**src/rtl/id_stage_pipe.sv**
```systemverilog
// id_stage_pipe: RV64I decode stage with a valid/ready output register and a one-entry skid buffer.
// Latency: an instruction accepted on edge N is visible on out_* right after edge N.
// Backpressure: main register plus skid absorb one stall; in_ready drops only while the skid is occupied.
//
// Ports: clock/reset (async, active-high), flush (synchronous kill of held and incoming bundles),
//   in_valid/in_ready/in_inst/in_pc from IF, out_valid/out_ready plus the decoded bundle to EX:
//   pc, rs1/rs2/rd enables and indices, sign-extended imm, alu_op, word, illegal.
// Build option: define ID_RV64W_EN to decode OP-IMM-32/OP-32 (out_word=1); otherwise they are illegal.
module id_stage_pipe #(
   parameter int XLEN   = 64,
   parameter int INST_W = 32,
   parameter int REG_AW = 5,
   parameter int PC_W   = 64
) (
   input  logic              clock,
   input  logic              reset,
   input  logic              flush,
   input  logic              in_valid,
   output logic              in_ready,
   input  logic [INST_W-1:0] in_inst,
   input  logic [PC_W-1:0]   in_pc,
   output logic              out_valid,
   input  logic              out_ready,
   output logic [PC_W-1:0]   out_pc,
   output logic              out_rs1_en,
   output logic              out_rs2_en,
   output logic              out_rd_en,
   output logic [REG_AW-1:0] out_rs1_addr,
   output logic [REG_AW-1:0] out_rs2_addr,
   output logic [REG_AW-1:0] out_rd_addr,
   output logic [XLEN-1:0]   out_imm,
   output logic [3:0]        out_alu_op,
   output logic              out_word,
   output logic              out_illegal
);

   localparam logic [6:0] OPC_OP_IMM    = 7'b0010011;
   localparam logic [6:0] OPC_OP        = 7'b0110011;
   localparam logic [6:0] OPC_LUI       = 7'b0110111;
   localparam logic [6:0] OPC_AUIPC     = 7'b0010111;
   localparam logic [6:0] OPC_JAL       = 7'b1101111;
   localparam logic [6:0] OPC_JALR      = 7'b1100111;
   localparam logic [6:0] OPC_BRANCH    = 7'b1100011;
   localparam logic [6:0] OPC_LOAD      = 7'b0000011;
   localparam logic [6:0] OPC_STORE     = 7'b0100011;
`ifdef ID_RV64W_EN
   localparam logic [6:0] OPC_OP_IMM_32 = 7'b0011011;
   localparam logic [6:0] OPC_OP_32     = 7'b0111011;
`endif

   localparam logic [3:0] ALU_ADD  = 4'd0;
   localparam logic [3:0] ALU_SUB  = 4'd1;
   localparam logic [3:0] ALU_SLL  = 4'd2;
   localparam logic [3:0] ALU_SLT  = 4'd3;
   localparam logic [3:0] ALU_SLTU = 4'd4;
   localparam logic [3:0] ALU_XOR  = 4'd5;
   localparam logic [3:0] ALU_SRL  = 4'd6;
   localparam logic [3:0] ALU_SRA  = 4'd7;
   localparam logic [3:0] ALU_OR   = 4'd8;
   localparam logic [3:0] ALU_AND  = 4'd9;
   localparam logic [3:0] ALU_PASS = 4'd10;

   typedef struct packed {
      logic [PC_W-1:0]   pc;
      logic              rs1_en;
      logic              rs2_en;
      logic              rd_en;
      logic [REG_AW-1:0] rs1_addr;
      logic [REG_AW-1:0] rs2_addr;
      logic [REG_AW-1:0] rd_addr;
      logic [XLEN-1:0]   imm;
      logic [3:0]        alu_op;
`ifdef ID_RV64W_EN
      logic              word;
`endif
      logic              illegal;
   } bundle_t;

   // funct3 -> ALU op for the non-inverted (inst[30]=0) encodings
   function automatic logic [3:0] base_op(input logic [2:0] f3);
      case (f3)
         3'b000:  base_op = ALU_ADD;
         3'b001:  base_op = ALU_SLL;
         3'b010:  base_op = ALU_SLT;
         3'b011:  base_op = ALU_SLTU;
         3'b100:  base_op = ALU_XOR;
         3'b101:  base_op = ALU_SRL;
         3'b110:  base_op = ALU_OR;
         default: base_op = ALU_AND;
      endcase
   endfunction

   logic [6:0]      opcode;
   logic [2:0]      funct3;
   logic [6:0]      funct7;
   logic [XLEN-1:0] imm_i, imm_s, imm_b, imm_u, imm_j;
   logic            ill;
   bundle_t         dec;

   assign opcode = in_inst[6:0];
   assign funct3 = in_inst[14:12];
   assign funct7 = in_inst[31:25];
   assign imm_i  = {{(XLEN-12){in_inst[31]}}, in_inst[31:20]};
   assign imm_s  = {{(XLEN-12){in_inst[31]}}, in_inst[31:25], in_inst[11:7]};
   assign imm_b  = {{(XLEN-13){in_inst[31]}}, in_inst[31], in_inst[7], in_inst[30:25], in_inst[11:8], 1'b0};
   assign imm_u  = {{(XLEN-32){in_inst[31]}}, in_inst[31:12], 12'b0};
   assign imm_j  = {{(XLEN-21){in_inst[31]}}, in_inst[31], in_inst[19:12], in_inst[20], in_inst[30:21], 1'b0};

   always_comb begin
      dec          = '0;
      ill          = 1'b0;
      dec.pc       = in_pc;
      dec.rs1_addr = in_inst[19:15];
      dec.rs2_addr = in_inst[24:20];
      dec.rd_addr  = in_inst[11:7];
      case (opcode)
         OPC_OP_IMM: begin
            dec.rs1_en = 1'b1;
            dec.rd_en  = 1'b1;
            dec.imm    = imm_i;
            dec.alu_op = base_op(funct3);
            // 6-bit shamt: inst[25] belongs to the shift amount, only inst[31:26] is checked
            if (funct3 == 3'b001) begin
               ill = (in_inst[31:26] != 6'b000000);
            end else if (funct3 == 3'b101) begin
               ill = (in_inst[31:26] != 6'b000000) && (in_inst[31:26] != 6'b010000);
               if (in_inst[30]) dec.alu_op = ALU_SRA;
            end
         end
         OPC_OP: begin
            dec.rs1_en = 1'b1;
            dec.rs2_en = 1'b1;
            dec.rd_en  = 1'b1;
            dec.alu_op = base_op(funct3);
            if (funct7 == 7'b0100000) begin
               if (funct3 == 3'b000)      dec.alu_op = ALU_SUB;
               else if (funct3 == 3'b101) dec.alu_op = ALU_SRA;
               else                       ill = 1'b1;
            end else if (funct7 != 7'b0000000) begin
               ill = 1'b1;
            end
         end
         OPC_LUI:    begin dec.rd_en = 1'b1; dec.imm = imm_u; dec.alu_op = ALU_PASS; end
         OPC_AUIPC:  begin dec.rd_en = 1'b1; dec.imm = imm_u; end
         OPC_JAL:    begin dec.rd_en = 1'b1; dec.imm = imm_j; end
         OPC_JALR:   begin dec.rs1_en = 1'b1; dec.rd_en = 1'b1; dec.imm = imm_i; end
         OPC_BRANCH: begin dec.rs1_en = 1'b1; dec.rs2_en = 1'b1; dec.imm = imm_b; dec.alu_op = ALU_SUB; end
         OPC_LOAD:   begin dec.rs1_en = 1'b1; dec.rd_en = 1'b1; dec.imm = imm_i; end
         OPC_STORE:  begin dec.rs1_en = 1'b1; dec.rs2_en = 1'b1; dec.imm = imm_s; end
`ifdef ID_RV64W_EN
         OPC_OP_IMM_32: begin
            dec.rs1_en = 1'b1;
            dec.rd_en  = 1'b1;
            dec.imm    = imm_i;
            dec.word   = 1'b1;
            // 5-bit shamt: full funct7 checked, so inst[25]=1 is rejected
            case (funct3)
               3'b000: dec.alu_op = ALU_ADD;
               3'b001: begin dec.alu_op = ALU_SLL; ill = (funct7 != 7'b0000000); end
               3'b101: begin
                  dec.alu_op = in_inst[30] ? ALU_SRA : ALU_SRL;
                  ill = (funct7 != 7'b0000000) && (funct7 != 7'b0100000);
               end
               default: ill = 1'b1;
            endcase
         end
         OPC_OP_32: begin
            dec.rs1_en = 1'b1;
            dec.rs2_en = 1'b1;
            dec.rd_en  = 1'b1;
            dec.word   = 1'b1;
            case (funct3)
               3'b000: begin
                  dec.alu_op = in_inst[30] ? ALU_SUB : ALU_ADD;
                  ill = (funct7 != 7'b0000000) && (funct7 != 7'b0100000);
               end
               3'b001: begin dec.alu_op = ALU_SLL; ill = (funct7 != 7'b0000000); end
               3'b101: begin
                  dec.alu_op = in_inst[30] ? ALU_SRA : ALU_SRL;
                  ill = (funct7 != 7'b0000000) && (funct7 != 7'b0100000);
               end
               default: ill = 1'b1;
            endcase
         end
`endif
         default: ill = 1'b1;
      endcase
      // x0 is never a real destination
      if (dec.rd_addr == '0) dec.rd_en = 1'b0;
      if (ill) begin
         dec.rs1_en = 1'b0;
         dec.rs2_en = 1'b0;
         dec.rd_en  = 1'b0;
         dec.imm    = '0;
         dec.alu_op = ALU_ADD;
`ifdef ID_RV64W_EN
         dec.word   = 1'b0;
`endif
      end
      dec.illegal = ill;
   end

   // Buffering: main register feeds EX, skid catches the one bundle that arrives while EX stalls
   bundle_t main_q, main_d, skid_q, skid_d;
   logic    main_vld_q, main_vld_d, skid_vld_q, skid_vld_d;
   logic    accept;

   assign in_ready = !skid_vld_q;
   assign accept   = in_valid && in_ready && !flush;

   always_comb begin
      main_d     = main_q;
      main_vld_d = main_vld_q;
      skid_d     = skid_q;
      skid_vld_d = skid_vld_q;
      if (flush) begin
         main_vld_d = 1'b0;
         skid_vld_d = 1'b0;
      end else if (!main_vld_q || out_ready) begin
         // in_ready is low while the skid is full, so the skid drain never collides with accept
         if (skid_vld_q) begin
            main_d     = skid_q;
            main_vld_d = 1'b1;
            skid_vld_d = 1'b0;
         end else if (accept) begin
            main_d     = dec;
            main_vld_d = 1'b1;
         end else begin
            main_vld_d = 1'b0;
         end
      end else if (accept) begin
         skid_d     = dec;
         skid_vld_d = 1'b1;
      end
   end

   always_ff @(posedge clock or posedge reset) begin
      if (reset) begin
         main_q     <= '0;
         skid_q     <= '0;
         main_vld_q <= 1'b0;
         skid_vld_q <= 1'b0;
      end else begin
         main_q     <= main_d;
         skid_q     <= skid_d;
         main_vld_q <= main_vld_d;
         skid_vld_q <= skid_vld_d;
      end
   end

   assign out_valid    = main_vld_q;
   assign out_pc       = main_q.pc;
   assign out_rs1_en   = main_q.rs1_en;
   assign out_rs2_en   = main_q.rs2_en;
   assign out_rd_en    = main_q.rd_en;
   assign out_rs1_addr = main_q.rs1_addr;
   assign out_rs2_addr = main_q.rs2_addr;
   assign out_rd_addr  = main_q.rd_addr;
   assign out_imm      = main_q.imm;
   assign out_alu_op   = main_q.alu_op;
   assign out_illegal  = main_q.illegal;
`ifdef ID_RV64W_EN
   assign out_word     = main_q.word;
`else
   assign out_word     = 1'b0;
`endif

endmodule

```
**config.mk**
```make
export PLATFORM = sky130hd
export DESIGN_NAME = id_stage_pipe
export DESIGN_NICKNAME = d
export VERILOG_FILES = /design/src/rtl/id_stage_pipe.sv
export SDC_FILE = /design/constraint.sdc
export NUM_CORES = 1
export LEC_CHECK = 0
export CAP_MARGIN = 0
export CORE_MARGIN = 3
export CORE_UTILIZATION = 45
export CTS_CLUSTER_SIZE = 16
export DETAILED_ROUTE_END_ITERATION = 6
export GPL_TIMING_DRIVEN = 0
export PLACE_DENSITY = 0.7
export SYNTH_ARGS = -nofsm -noshare
export SYNTH_HDL_FRONTEND = slang
export SYNTH_SLANG_ARGS = --single-unit
```
**constraint.sdc**
```tcl
create_clock -name clock -period 12.65 [get_ports clock]
set_input_delay 3.795 -clock clock [delete_from_list [all_inputs] [get_ports clock]]
set_output_delay 3.795 -clock clock [all_outputs]
set_load 0.005 [all_outputs]
```
==> qor.txt, run 1 <==
final instance area: 14500 sq um
via-per-instance ratio: 5.32
Slew Limit Headroom: 0.369
die height: 161 microns
Final Hold Fails: 0
Hold WS: 474 ps
filler instances: 1927
CTS buffer count: 26
Boundary Pins: 255
Syn Area/Cell: 11.0 sq um
crit-path cells: clkbuf_1, clkbuf_1, buf_1, inv_1, clkdlybuf4s50_1
die width: 161 microns
post_cts resized: 0
status: complete, no violations
P_leak: 0.00606 uW
most common cell after layout, fill and taps aside: clkdlybuf4s50_1
largest net degree at the start of global routing: 122
Synth Register Bits: 240
fin crit period: 6590 ps
Final Skew: 16.5 ps
total power: 2030 uW
Finished Layout Cells: 1590
total nets after synthesis: 1083
First DRT Iteration DRCs: 518
crit path DAT: 2790 ps
PortBufs: 251
DR vias: 8463
gr ovfl total: 0
final antenna-violating net count: 0
core area: 23100 sq um
clock latency on the worst-skew pair: 520 ps
wire length of the first global-routing pass: 47400 microns
DRC viols: 0
clock tree sinks: 240
Reg clk slew, reported paths: 60 ps
Worst EP required: 8850 ps
Worst-Margin Slew: 947 ps
final setup margin: 6060 ps
Power Dens Cells: 140 nW/um^2
Most common cell on crit path: clkbuf_1
Crit. End Element: primary output
clock tree from TritonCTS: yes
Max-cap violations: 0
Post-synth top flop: dfrtp_1
Max Buffers Root-to-Sink: 3
FMAX: 152 MHz
# setup viols final: 0
DRT Pass-1 Iters: 4
Max FO, Critical Path: 10
total track usage: 0.227
Yosys Warn Count: 0
full die area: 25800 sq um
CTS H-tree lvls: 1
Nets: 1363
Initial Utilization: 0.467
Sequential Area: 6010 sq um
dpl hpwl: 21200 microns
Final GP Congestion: 0.899
routed wire length per instance: 18.9 microns
critical path type: register to primary output
mapped cell area: 10800 sq um
Hold-fix buffers, CTS: 0
synth unique cells: 55
Final Max Slew Viols: 0
HP Class: register to register
Crit-path slowest cell: clkbuf_1
RSZ-0062 raised after global routing: false
share of layout cells above drive strength 1: 0.147
number of synthesized flops with an enable pin: 0
worst-case vdd ir drop: 0.0998 mV
sequential area share after synthesis: 0.558
final wirelength: 30000 microns
Multi-input gate area: 4210 sq um
Area growth syn-to-layout: 34.7%
Startpoint Class: register
Inst Count DP: 1547
Diodes inserted: 0
worst reg-to-reg setup slack: 9490 ps
Mapped Cells: 982
initial antenna violation count: 0
Place WS: 5860 ps
Row Count: 55
Post-synth ARST share: 1.00
vias in the first global route: 8535
final worst path period share: 0.521
CP peak stage delay: 610 ps
root buf cell: clkbuf_16
most frequent cells in the layout: clkdlybuf4s50_1 (251), dfrtp_1 (240), nand2_1 (141)
Post-CTS Repair Setup Buffers: 0
Placement Cell Area: 13700 sq um
cell usage after synthesis, types with 6 or more instances:
cell type	count	area, sq um
nand3_1	8	40.0
mux2i_1	80	801
inv_1	6	22.5
o22ai_2	23	288
and3_1	8	50.1
nor2_1	40	150
clkbuf_1	52	195
a22oi_1	6	45.0
o21ai_1	12	60.1
mux2_2	79	890
buf_4	33	248
buf_1	7	26.3
a21oi_1	65	325
o21ai_0	119	596
dfrtp_1	240	6010
nand2_1	141	529
worst paths after layout:
| kind | cells past startpoint | end | from |
|---|---|---|---|
| worst max-delay path | 5 | in_ready | skid_vld_q$_DFFE_PP0P_ |
| worst min-delay path | 2 | skid_q[15]$_DFFE_PP0P_ | skid_q[15]$_DFFE_PP0P_ |
| worst max register to register | 9 | out_pc[16]$_DFFE_PP0P_ | skid_vld_q$_DFFE_PP0P_ |
| worst min register to register | 2 | skid_q[15]$_DFFE_PP0P_ | skid_q[15]$_DFFE_PP0P_ |
| max in group asynchronous | 3 | skid_q[30]$_DFFE_PP0P_ | reset |
| min in group asynchronous | 2 | out_pc[43]$_DFFE_PP0P_ | reset |
metrics by stage:
step / utilization / setup TNS (ps)
after global routing: 0.629 / 0
after floorplan: - / 0
after detailed placement: 0.594 / 0
final: 0.629 / 0
after global placement: 0.593 / -232250
after CTS: 0.629 / 0
sequential cells by signal (all words and copies together) (netlist names):
signal        cells
out_illegal       1
out_rs2_en        1
out_rs2_addr      5
out_rs1_en        1
out_rd_addr       5
out_imm          32
out_rd_en         1
out_pc           64
out_alu_op        4
out_rs1_addr      5
skid_vld_q        1
out_valid         1
skid_q          119
worst max-delay path, delay by kind of cell (launching register included):
kind                   cells  cell delay, ps
buffers and inverters      5            1940
flip-flops                 1             320
routing by layer:
| metal | up-vias | share of wire | GRT usage |
|---|---|---|---|
| met1 | 4149 | 0.42 | 0.297 |
| li1 | 3965 | - | - |
| met5 | - | 0 | 0 |
| met3 | 43 | 0.10 | 0.0838 |
| met4 | 0 | 0.021 | 0.0536 |
| met2 | 306 | 0.46 | 0.360 |
cells by family after synthesis:
kind of cell	count (synthesis)	synth area share
AOI/OAI and AO/OA	249	0.140
xor gates and xnor gates	2	0.00163
buffers and inverters	104	0.0508
DFF	240	0.558
muxes	159	0.157
other	1	0.000348
and+or+nand+nor	227	0.0921
final cells by class:
class                   count  share of cell area
inverters                   6             0.00207
multi-input cells         638               0.291
repair buffers            252               0.175
clock buffers              34              0.0490
plain buffers              98              0.0362
flip-flops and latches    240               0.414
clock inverters             9             0.00587
well taps                 313              0.0270
power by group:
part           internal, uW  switching (uW)  leakage, uW
Sequential              888            65.7      0.00302
Combinational           211             146      0.00264
Clock                   414             303     0.000396
Power figures use the tool's default switching activity.
==> run 2: changes to the inputs <==
==> constraint.sdc (replaced) <==
create_clock -name clock -period 6.3 [get_ports clock]
set_input_delay 1.89 -clock clock [delete_from_list [all_inputs] [get_ports clock]]
set_output_delay 1.89 -clock clock [all_outputs]
set_load 0.005 [all_outputs]
==> run 2 against run 1 <==
Net effect: design area rose by 1.9%; setup slack got worse by 4400 ps; total power grew 110%; combinational power up 100%; cell count grew 0.75%; sequential cell count stayed put; non-clock buffer count is 5 higher; clock-buffer cell count is 6 higher; sequential share of layout area is 0.76 points lower; wire length increased by 0.96%; clock skew down 7.6 ps; utilization up 1.2 points; critical path type unchanged.
==> qor.txt, run 2 (synthesis gave the netlist of run 1 again) <==
most frequent cells in the layout: clkdlybuf4s50_1 (251), dfrtp_1 (240), nand2_1 (141)
DR vias: 8585
Worst EP required: 4410 ps
P_int: 3290 uW
Initial Utilization: 0.467
# setup viols final: 0
Placement Cell Area: 13800 sq um
FMAX: 214 MHz
PortBufs: 251
vias in the first global route: 8646
Hold-fix buffers, CTS: 0
dpl hpwl: 22000 microns
DRC viols: 0
Max Buffers Root-to-Sink: 3
Slew Limit Headroom: 0.361
share of layout cells above drive strength 1: 0.154
core area: 23100 sq um
wire length of the first global-routing pass: 48000 microns
via-per-instance ratio: 5.36
Biggest register: skid_q
CTS buffer count: 27
clock latency on the worst-skew pair: 530 ps
RSZ-0062 raised after global routing: false
Max FO, Critical Path: 10
total track usage: 0.229
P_leak: 0.00618 uW
CP peak stage delay: 580 ps
initial antenna violation count: 1
CTS H-tree lvls: 1
HP Class: register to register
Post-CTS Repair Setup Buffers: 0
largest net degree at the start of global routing: 41
Final Skew: 8.95 ps
Area growth syn-to-layout: 37.2%
post_cts resized: 0
final wirelength: 30300 microns
Startpoint Class: register
full die area: 25800 sq um
Nets: 1369
Worst-Margin Slew: 959 ps
root buf cell: clkbuf_16
status: complete, no violations
final instance area: 14800 sq um
part of the power in the clock network: 0.394
crit path DAT: 2790 ps
Most common cell on crit path: clkbuf_1
Row Count: 55
reg2reg start: skid_vld_q$_DFFE_PP0P_
Final Hold Fails: 0
final worst path period share: 0.742
die height: 161 microns
First DRT Iteration DRCs: 433
routed wire length per instance: 18.9 microns
clock tree from TritonCTS: yes
final core utilization: 0.641
Final Max Slew Viols: 0
critical path type: register to primary output
Combinational Power Share: 0.167
Diodes inserted: 0
most common cell after layout, fill and taps aside: clkdlybuf4s50_1
crit-path cells: clkbuf_1, clkbuf_1, buf_1, inv_1, clkdlybuf4s50_1
beginning of the critical path: skid_vld_q$_DFFE_PP0P_
sequential power share: 0.439
net switching power: 1060 uW
Max-cap violations: 0
clock tree sinks: 240
Power Dens Cells: 295 nW/um^2
switching share of power: 0.244
Largest register FFs: 119
setup TNS: 0 ps
final antenna-violating net count: 0
Boundary Pins: 255
Final GP Congestion: 0.918
Hold Crit Start: out_pc[42]$_DFFE_PP0P_
Reg clk slew, reported paths: 60 ps
worst-case vdd ir drop: 0.243 mV
Crit-path slowest cell: clkbuf_1
gr ovfl total: 0
die width: 161 microns
fin crit period: 4680 ps
Crit. End Element: primary output
DRT Pass-1 Iters: 5
==> run 2: cell count changes in the layout (fill, tap and decap cells not counted), sizes merged <==
| cell | previous run | this run |
|---|---|---|
| buf | 47 | 52 |
| bufinv | 1 | 5 |
| clkbuf | 86 | 92 |
| clkinv | 8 | 2 |
| clkinvlp | 0 | 2 |
| inv | 6 | 7 |
==> run 2: worst paths after layout <==
check	depth (start not counted)	slack (ps)	to
max in group asynchronous	5	3380	skid_q[98]$_DFFE_PP0P_
worst max register to register	9	3150	out_pc[18]$_DFFE_PP0P_
worst min register to register	2	480	out_pc[42]$_DFFE_PP0P_
min in group asynchronous	2	1810	out_pc[61]$_DFFE_PP0P_
worst min-delay path	2	480	out_pc[42]$_DFFE_PP0P_
worst max-delay path	5	1620	in_ready
==> run 2: area by class of cell <==
class,instances,area (sq um)
Tap cell,313,392
Fill cell,1874,8280
Timing Repair Buffer,257,2630
Inverter,6,26.3
Sequential cell,240,6010
Buffer,98,524
Clock inverter,10,185
Clock buffer,40,795
Multi-Input combinational cell,638,4210
==> run 2: worst max-delay path, delay by kind of cell, from the launching register on <==
kind	cells	cell delay (ps)
buffers and inverters	5	1930
flip-flops	1	320
==> run 2: power groups by stage <==
stage          Sequential [uW]  Clock [uW]  Combinational [uW]
2_1_floorplan             1920           0                 320
3_3_place_gp              1930           0                 709
3_5_place_dp              1940           0                 734
4_1_cts                   1910        1740                 737
5_1_grt                   1940        1810                 796
6_report                  1910        1710                 726
==> run 2: per-stage QoR <==
stage | setup WS (ps) | total power (uW) | hold WS, ps | std cells
floorplan | 1260 | 2240 | 442 | 982
global placement | -670 | 2640 | 455 | 1546
detailed placement | 1370 | 2670 | 467 | 1552
CTS | 1610 | 4390 | 481 | 1602
global route | 1510 | 4550 | 499 | 1602
finish | 1620 | 4350 | 478 | 1602
==> run 2: metal layers <==
metal,GRT usage,share of wire,vias to the layer above
met5,0,0.00043,-
met4,0.0568,0.022,2
met3,0.0748,0.096,42
met2,0.367,0.46,319
met1,0.304,0.42,4245
li1,-,-,3977
==> run 3: changes to the inputs <==
==> constraint.sdc (replaced) <==
create_clock -name clock -period 4.8 [get_ports clock]
set_input_delay 1.44 -clock clock [delete_from_list [all_inputs] [get_ports clock]]
set_output_delay 1.44 -clock clock [all_outputs]
set_load 0.005 [all_outputs]
==> results of run 3 <==
Same layout as run 2 (identical final DEF). Status: complete, no violations.
Among the figures that moved: setup slack after placement 1370 ps -> 320 ps; setup slack after layout 1620 ps -> 573 ps; register-to-register setup slack 3150 ps -> 1650 ps; total power 4350 uW -> 5710 uW; worst IR drop on VDD 0.243 mV -> 0.319 mV
